<file path="config.mk">
export PLATFORM = sky130hd
export DESIGN_NAME = pc_sequencer
export DESIGN_NICKNAME = d
export VERILOG_FILES = /design/src/rtl/pc_sequencer.sv
export SDC_FILE = /design/constraint.sdc
export NUM_CORES = 1
export LEC_CHECK = 0
export CAP_MARGIN = 20
export CORE_ASPECT_RATIO = 0.6
export CORE_UTILIZATION = 35
export DETAILED_ROUTE_END_ITERATION = 8
export HOLD_SLACK_MARGIN = 0.03
export MAX_ROUTING_LAYER = met4
export PLACE_DENSITY = 0.64
export SLEW_MARGIN = 25
export SYNTH_ARGS = -nofsm -noshare
export SYNTH_HDL_FRONTEND = slang
export SYNTH_SLANG_ARGS = --single-unit
export TNS_END_PERCENT = 1
</file>
<file path="constraint.sdc">
create_clock -name clk -period 3.4 [get_ports clk]
set_clock_uncertainty 0.1 [all_clocks]
set_input_delay 0.34 -clock clk [delete_from_list [all_inputs] [get_ports clk]]
set_output_delay 0.34 -clock clk [all_outputs]
set_load 0.03 [all_outputs]
</file>
<file path="src/rtl/pc_sequencer.sv">
// Fetch-stage PC controller: sequential/branch/jump/buffered-redirect next-PC selection.
// Optional exception vectoring is enabled by defining PC_EXC_EN (adds exc_req, EXC_PC).
module pc_sequencer #(
  parameter logic [31:0] RESET_PC = 32'h0000_3000,
  parameter logic [31:0] EXC_PC   = 32'h0000_4180
) (
  input  logic        clk,
  input  logic        reset,
  input  logic        stall,
  input  logic        br_taken,
  input  logic [31:0] br_target,
  input  logic        jump,
  input  logic [31:0] jump_target,
`ifdef PC_EXC_EN
  input  logic        exc_req,
`endif
  output logic [31:0] pc_F,
  output logic [31:0] pc4_F,
  output logic        redir_pend,
  output logic        misalign
);

  typedef enum logic {
    RUN  = 1'b0,
    HOLD = 1'b1
  } state_t;

  state_t      state_reg, state_next;
  logic [31:0] pc_reg, pc_next;
  logic [31:0] pend_tgt_reg, pend_tgt_next;
  logic        misalign_reg, misalign_next;
  logic        redirect;
  logic [31:0] redirect_tgt;
  logic        exc_take;

`ifdef PC_EXC_EN
  assign exc_take = exc_req;
`else
  assign exc_take = 1'b0;
`endif

  // jump outranks a simultaneous taken branch
  assign redirect     = jump | br_taken;
  assign redirect_tgt = jump ? jump_target : br_target;
  assign pc4_F        = pc_reg + 32'd4;

  // state register (with the PC datapath registers it controls)
  always_ff @(posedge clk) begin
    if (reset) begin
      state_reg    <= RUN;
      pc_reg       <= RESET_PC;
      pend_tgt_reg <= 32'h0000_0000;
      misalign_reg <= 1'b0;
    end else begin
      state_reg    <= state_next;
      pc_reg       <= pc_next;
      pend_tgt_reg <= pend_tgt_next;
      misalign_reg <= misalign_next;
    end
  end

  // next-state logic
  always_comb begin
    state_next = state_reg;
    if (exc_take) begin
      state_next = RUN;
    end else begin
      case (state_reg)
        RUN:     if (stall && redirect) state_next = HOLD;
        HOLD:    if (!stall) state_next = RUN;
        default: state_next = RUN;
      endcase
    end
  end

  // datapath / output logic
  always_comb begin
    pc_next       = pc_reg;
    pend_tgt_next = pend_tgt_reg;
    if (exc_take) begin
      pc_next = EXC_PC;
    end else if (stall) begin
      // while stalled a redirect is captured, and a later one replaces it
      if (redirect) pend_tgt_next = redirect_tgt;
    end else if (redirect) begin
      pc_next = redirect_tgt;
    end else if (state_reg == HOLD) begin
      pc_next = pend_tgt_reg;
    end else begin
      pc_next = pc4_F;
    end
    misalign_next = |pc_next[1:0];
  end

  assign pc_F       = pc_reg;
  assign misalign   = misalign_reg;
  assign redir_pend = (state_reg == HOLD);

endmodule

</file>
=== Yosys cells after proc, flatten, opt, wreduce, memory -nomap -nowiden ===
Index checks and enable logic that the tools add are counted.

* Flip-flop bits (word level): 66
* Input bits: 69
* Output and inout port bits: 66
* Logic and storage cells: 18

* Add/subtract/negate cells: 1
* Muxes and demuxes: 7
* Bitwise operators: 2
* Reductions and logical operators: 3

{| class="wikitable"
|+ Operator list
! kind !! count
|-
| 2-to-1 mux 32 bit || 3
|-
| adder 32 x 3 -> 32 bit, second input constant || 1
|-
| 2-to-1 mux 1 bit || 2
|-
| 2-to-1 mux 2 bit || 1
|-
| one-hot mux 1 bit (2 select lines) || 1
|-
| AND reduction 2 bit || 1
|-
| OR reduction 2 bit || 1
|-
| logical AND 1 bit || 1
|-
| inverter 1 bit || 1
|-
| bitwise OR 1 bit || 1
|}

=== Depth between registers and ports, before layout ===
* Word-level depth: 5
* Mapped depth: 8
* Gate-level depth less buffers: 6

=== Least setup slack after synthesis ===
No wires, ideal clock.

* Path type: register to output
* From: register pc_reg[11] (netlist: pc_F[11])
* To: output pc4_F[19]
* Arrival time: 1.963 ns
* Path slack: 0.997 ns
* Stages on the path, launching flop included: 8
* Path buffers: 3
* Path through: dfxtp_1 > buf_2 > and4_1 > buf_6 > and2_1 > buf_2 > nand3_1 > xnor2_1

* Cells in the longest elaborated chain, start to end: 1

{| class="wikitable"
|+ RTL lines
! item !! RTL line !! RTL
|-
| start, declared || 29 || <nowiki>logic [31:0] pc_reg, pc_next;</nowiki>
|-
| start signal, assigned || 56 || <nowiki>pc_reg <= pc_next;</nowiki>
|-
| adder 32 x 3 -> 32 bit || 45 || <nowiki>assign pc4_F = pc_reg + 32'd4;</nowiki>
|-
| end, declared || 18 || <nowiki>output logic [31:0] pc4_F,</nowiki>
|}

Every way passes these cells.

=== Worst setup path after layout ===
* From: register pc_reg[6] (netlist: pc_F[6])
* To: output pc4_F[21]

The elaborated chain is that of the path after synthesis.

==> impl_metrics.yaml <==
timing:
  final_period_minus_worst_setup_slack_ns: 3.247
  final_count_of_negative_setup_slack_endpoints: 0
  max_slew.worst_pin.slew_ns: 0.7036
  final_critical_path_setup_slack_ns: 0.1532
  period_share: 0.9549
  timing.setup.tns_ns: 0
  worst_slew_margin_rel: 0.5303
  timing.fmax_mhz: 308.0
  setup_repair_after_global_routing_missed_its_margin: "false"
  report.final.hold_viol_count: 0
  fin_hold_ws_ns: 0.3871
  final_max_tran_viols: 0
synth:
  synth_area_per_cell_um2: 8.196
  synth_cell_type_count: 68
  seq_area_frac_synth: 0.3124
  synth_top_flop_cell: "dfxtp_1"
  postSynthCellCount: 516
  async_flop_share: 0
  post_synth_instance_area_mm2: 0.004229
  flip_flop_and_latch_count_after_synthesis: 66
  yosys_warnings: 0
  most_used_standard_cell_by_instance_count_after_synthesis: "dfxtp_1"
  synthTopCellsByArea: "dfxtp_1 (31%), mux2i_1 (7.8%), a211oi_1 (5.0%)"
  synth.net_count: 586
  area_share_of_the_largest_cell_type_after_synthesis: 0.3124
  ys_top_cells_by_count: "dfxtp_1 (66), nor2_1 (51), mux2i_1 (33)"
  count_of_flip_flops_with_a_built_in_enable_after_synthesis: 0
  synth_top_cell_by_area: "dfxtp_1"
clock_network:
  clkLatencyLatePin_ns: 0.33
  cts_max_path_buffers: 2
  cts-hold-fix-buffers: 0
  tritoncts_num_sinks: 66
  cts.clk_slew.worst_paths_ns: 0.05
  cts_root_buffer: "clkbuf_16"
  htree_levels: 3
  numCtsBuffers: 9
  tritoncts: "yes"
layout:
  layout.core_utilization: 0.5131
  area_growth_syn_to_layout_pct: 39.82
  final_net_count: 692
  seq_area_mm2: 0.001321
  final-instance-count-excl-fill: 787
  layout-drive-gt1-share: 0.06858
  antenna_cells_inserted: 0
  multiInputGateArea_mm2: 0.002621
  filler_cell_count: 1088
setup_path:
  worstPathArrival_ns: 2.81
  rr_startpoint: "redir_pend"
  setup.reg_to_reg.worst_slack_ns: 1.05
  worst_ep_required_time_ns: 2.96
  timing.critical_path.slowest_cell_delay_ns: 0.71
  timing.setup.critical_path_class: "register to output port"
  worstSetupEndpointType: "output port"
  worst-r2r-cell-count: 5
  worstSetupStartpointType: "register"
  crit_fanout: 10
  crit_slowest_cell: "clkdlybuf4s50_1"
  worstReg2RegEnd: "pc_F[11]"
  path_cells: "and4_1 > nand3_4 > nor4_2 > xnor2_1 > clkdlybuf4s50_1"
placement:
  routabilityCongestion: 0.8830
  detailedPlacementHpwl_mm: 10.66
  placedCellCount: 771
  place.port_buffers: 134
  preCtsSetupSlack_ns: 0.5422
job:
  drv.max_cap_violation_count: 0
floorplan:
  fp.dieArea_mm2: 0.01254
  core_area_mm2: 0.01152
  chip_height_um: 87.15
  placement_rows: 30
  dieWidth_um: 143.9
  initial_core_util: 0.3670
  io_pins: 135
detailed_routing:
  dr_wl_met2_mm: 6.262
  wl_met1_mm: 6.988
  number_of_drc_violations_after_detailed_routing: 0
  vias: 4503
  postRouteAntennaNets: 0
  drtIter0Drc: 413
  wl_per_cell_um: 18.77
  wl_met3_mm: 1.342
  routed_wirelength_mm: 14.77
  dr.max_layer_used: "met4"
  via_per_inst: 5.722
  drt_pass1_iterations: 5
worst_hold_path:
  worst_hold_startpoint: "pend_tgt_reg[12]"
  hold_class: "register to register"
  whs_path_depth: 2
  whs_endpoint: "pc_F[12]"
global_routing:
  first_global_vias: 4275
  number_of_antenna_violations_at_the_first_check_in_global_routing: 0
  grt.total_usage: 0.2499
  global_route_wire_length_before_repair_mm: 23.07
  grt_start_max_net_pins: 51
  globalRouteOverflowTotal: 0
power:
  peakVddDrop_mv: 0.2670
  power_density_mw_per_mm2: 419.5
  leakage_nw: 2.155
outcome:
  outcome: "finished, final reports clean"
==> cell families after synthesis <==
family / synth area share
multiplexers: 0.08077
flip-flops: 0.3124
adder cells (fa/ha/maj): 0.002958
XOR/XNOR: 0.04349
AND/OR/NAND/NOR: 0.2210
AO/OA/AOI/OAI: 0.2695
buffers and inverters: 0.06982
==> layout by cell type (no fill, tap or decap), types with 4 or more instances in the layout <==
cell               n
o211ai_1          10
xnor2_1           16
nand2b_1          15
o21a_1             5
or2_1              6
a311oi_1           7
a221oi_1          17
nand4_1           14
dfxtp_1           66
nor4_1             6
and3b_1            5
buf_4              9
a31oi_1            8
nand3_1            9
a21oi_1           25
inv_1             13
xor2_1             5
and3_1             4
clkdlybuf4s50_1  132
clkbuf_16          9
o31a_1             4
mux2i_1           33
nor3_1             9
nor2_1            50
nand2_1           26
o21ai_0           24
a211oi_1          28
==> metal layers <==
metal / global-route usage / vias up
li1: - / 2149
met1: 0.3283 / 2132
met2: 0.3759 / 205
met3: 0.07202 / 17
met4: 0.05899 / 0
met5: - / -
==> final cells by class <==
| class | count | share of cell area |
|---|---|---|
| flip-flops and latches | 66 | 0.2234 |
| well taps | 160 | 0.03386 |
| inverters | 14 | 0.008887 |
| repair buffers | 144 | 0.2399 |
| multi-input cells | 387 | 0.4433 |
| clock inverters | 2 | 0.005925 |
| clock buffers | 14 | 0.04465 |
==> repair_timing <==
action	CTS	global route
setup buffers	0	0
setup endpoints to repair	0	1
resized for setup	0	1
==> worst max path at each step <==
stage	start	slack, ns	cells past startpoint	to
after floorplan	pc_F[11]	1.0	7	pc4_F[19]
after global placement	pc_F[6]	0.63	5	pc4_F[21]
after detailed placement	pc_F[6]	0.54	5	pc4_F[21]
after CTS	pc_F[6]	0.17	5	pc4_F[21]
after global routing	pc_F[6]	0.005	5	pc4_F[22]
final	pc_F[6]	0.15	5	pc4_F[21]
==> power by group <==
group / switching (mW) / internal, mW / leakage [nW]
Clock: 0.339 / 0.607 / 0.147
Sequential: 0.0668 / 0.835 / 0.547
Combinational: 0.349 / 0.284 / 1.46
Total: 0.755 / 1.73 / 2.16
==> stage by stage <==
| step | power, mW | area [um2] |
|---|---|---|
| 2_1_floorplan | 1.264 | 4229 |
| 3_3_place_gp | 1.535 | 5613 |
| 3_5_place_dp | 1.545 | 5613 |
| 4_1_cts | 2.489 | 5912 |
| 5_1_grt | 2.586 | 5913 |
| 6_report | 2.481 | 5913 |
==> critical path: cells and delay by family (launching register included) <==
| family | cells | cell delay [ns] |
|---|---|---|
| xor+xnor | 1 | 0.19 |
| simple gates | 3 | 1.10 |
| flops | 1 | 0.47 |
| buf+inv | 1 | 0.71 |
Power figures use the tool's default switching activity.
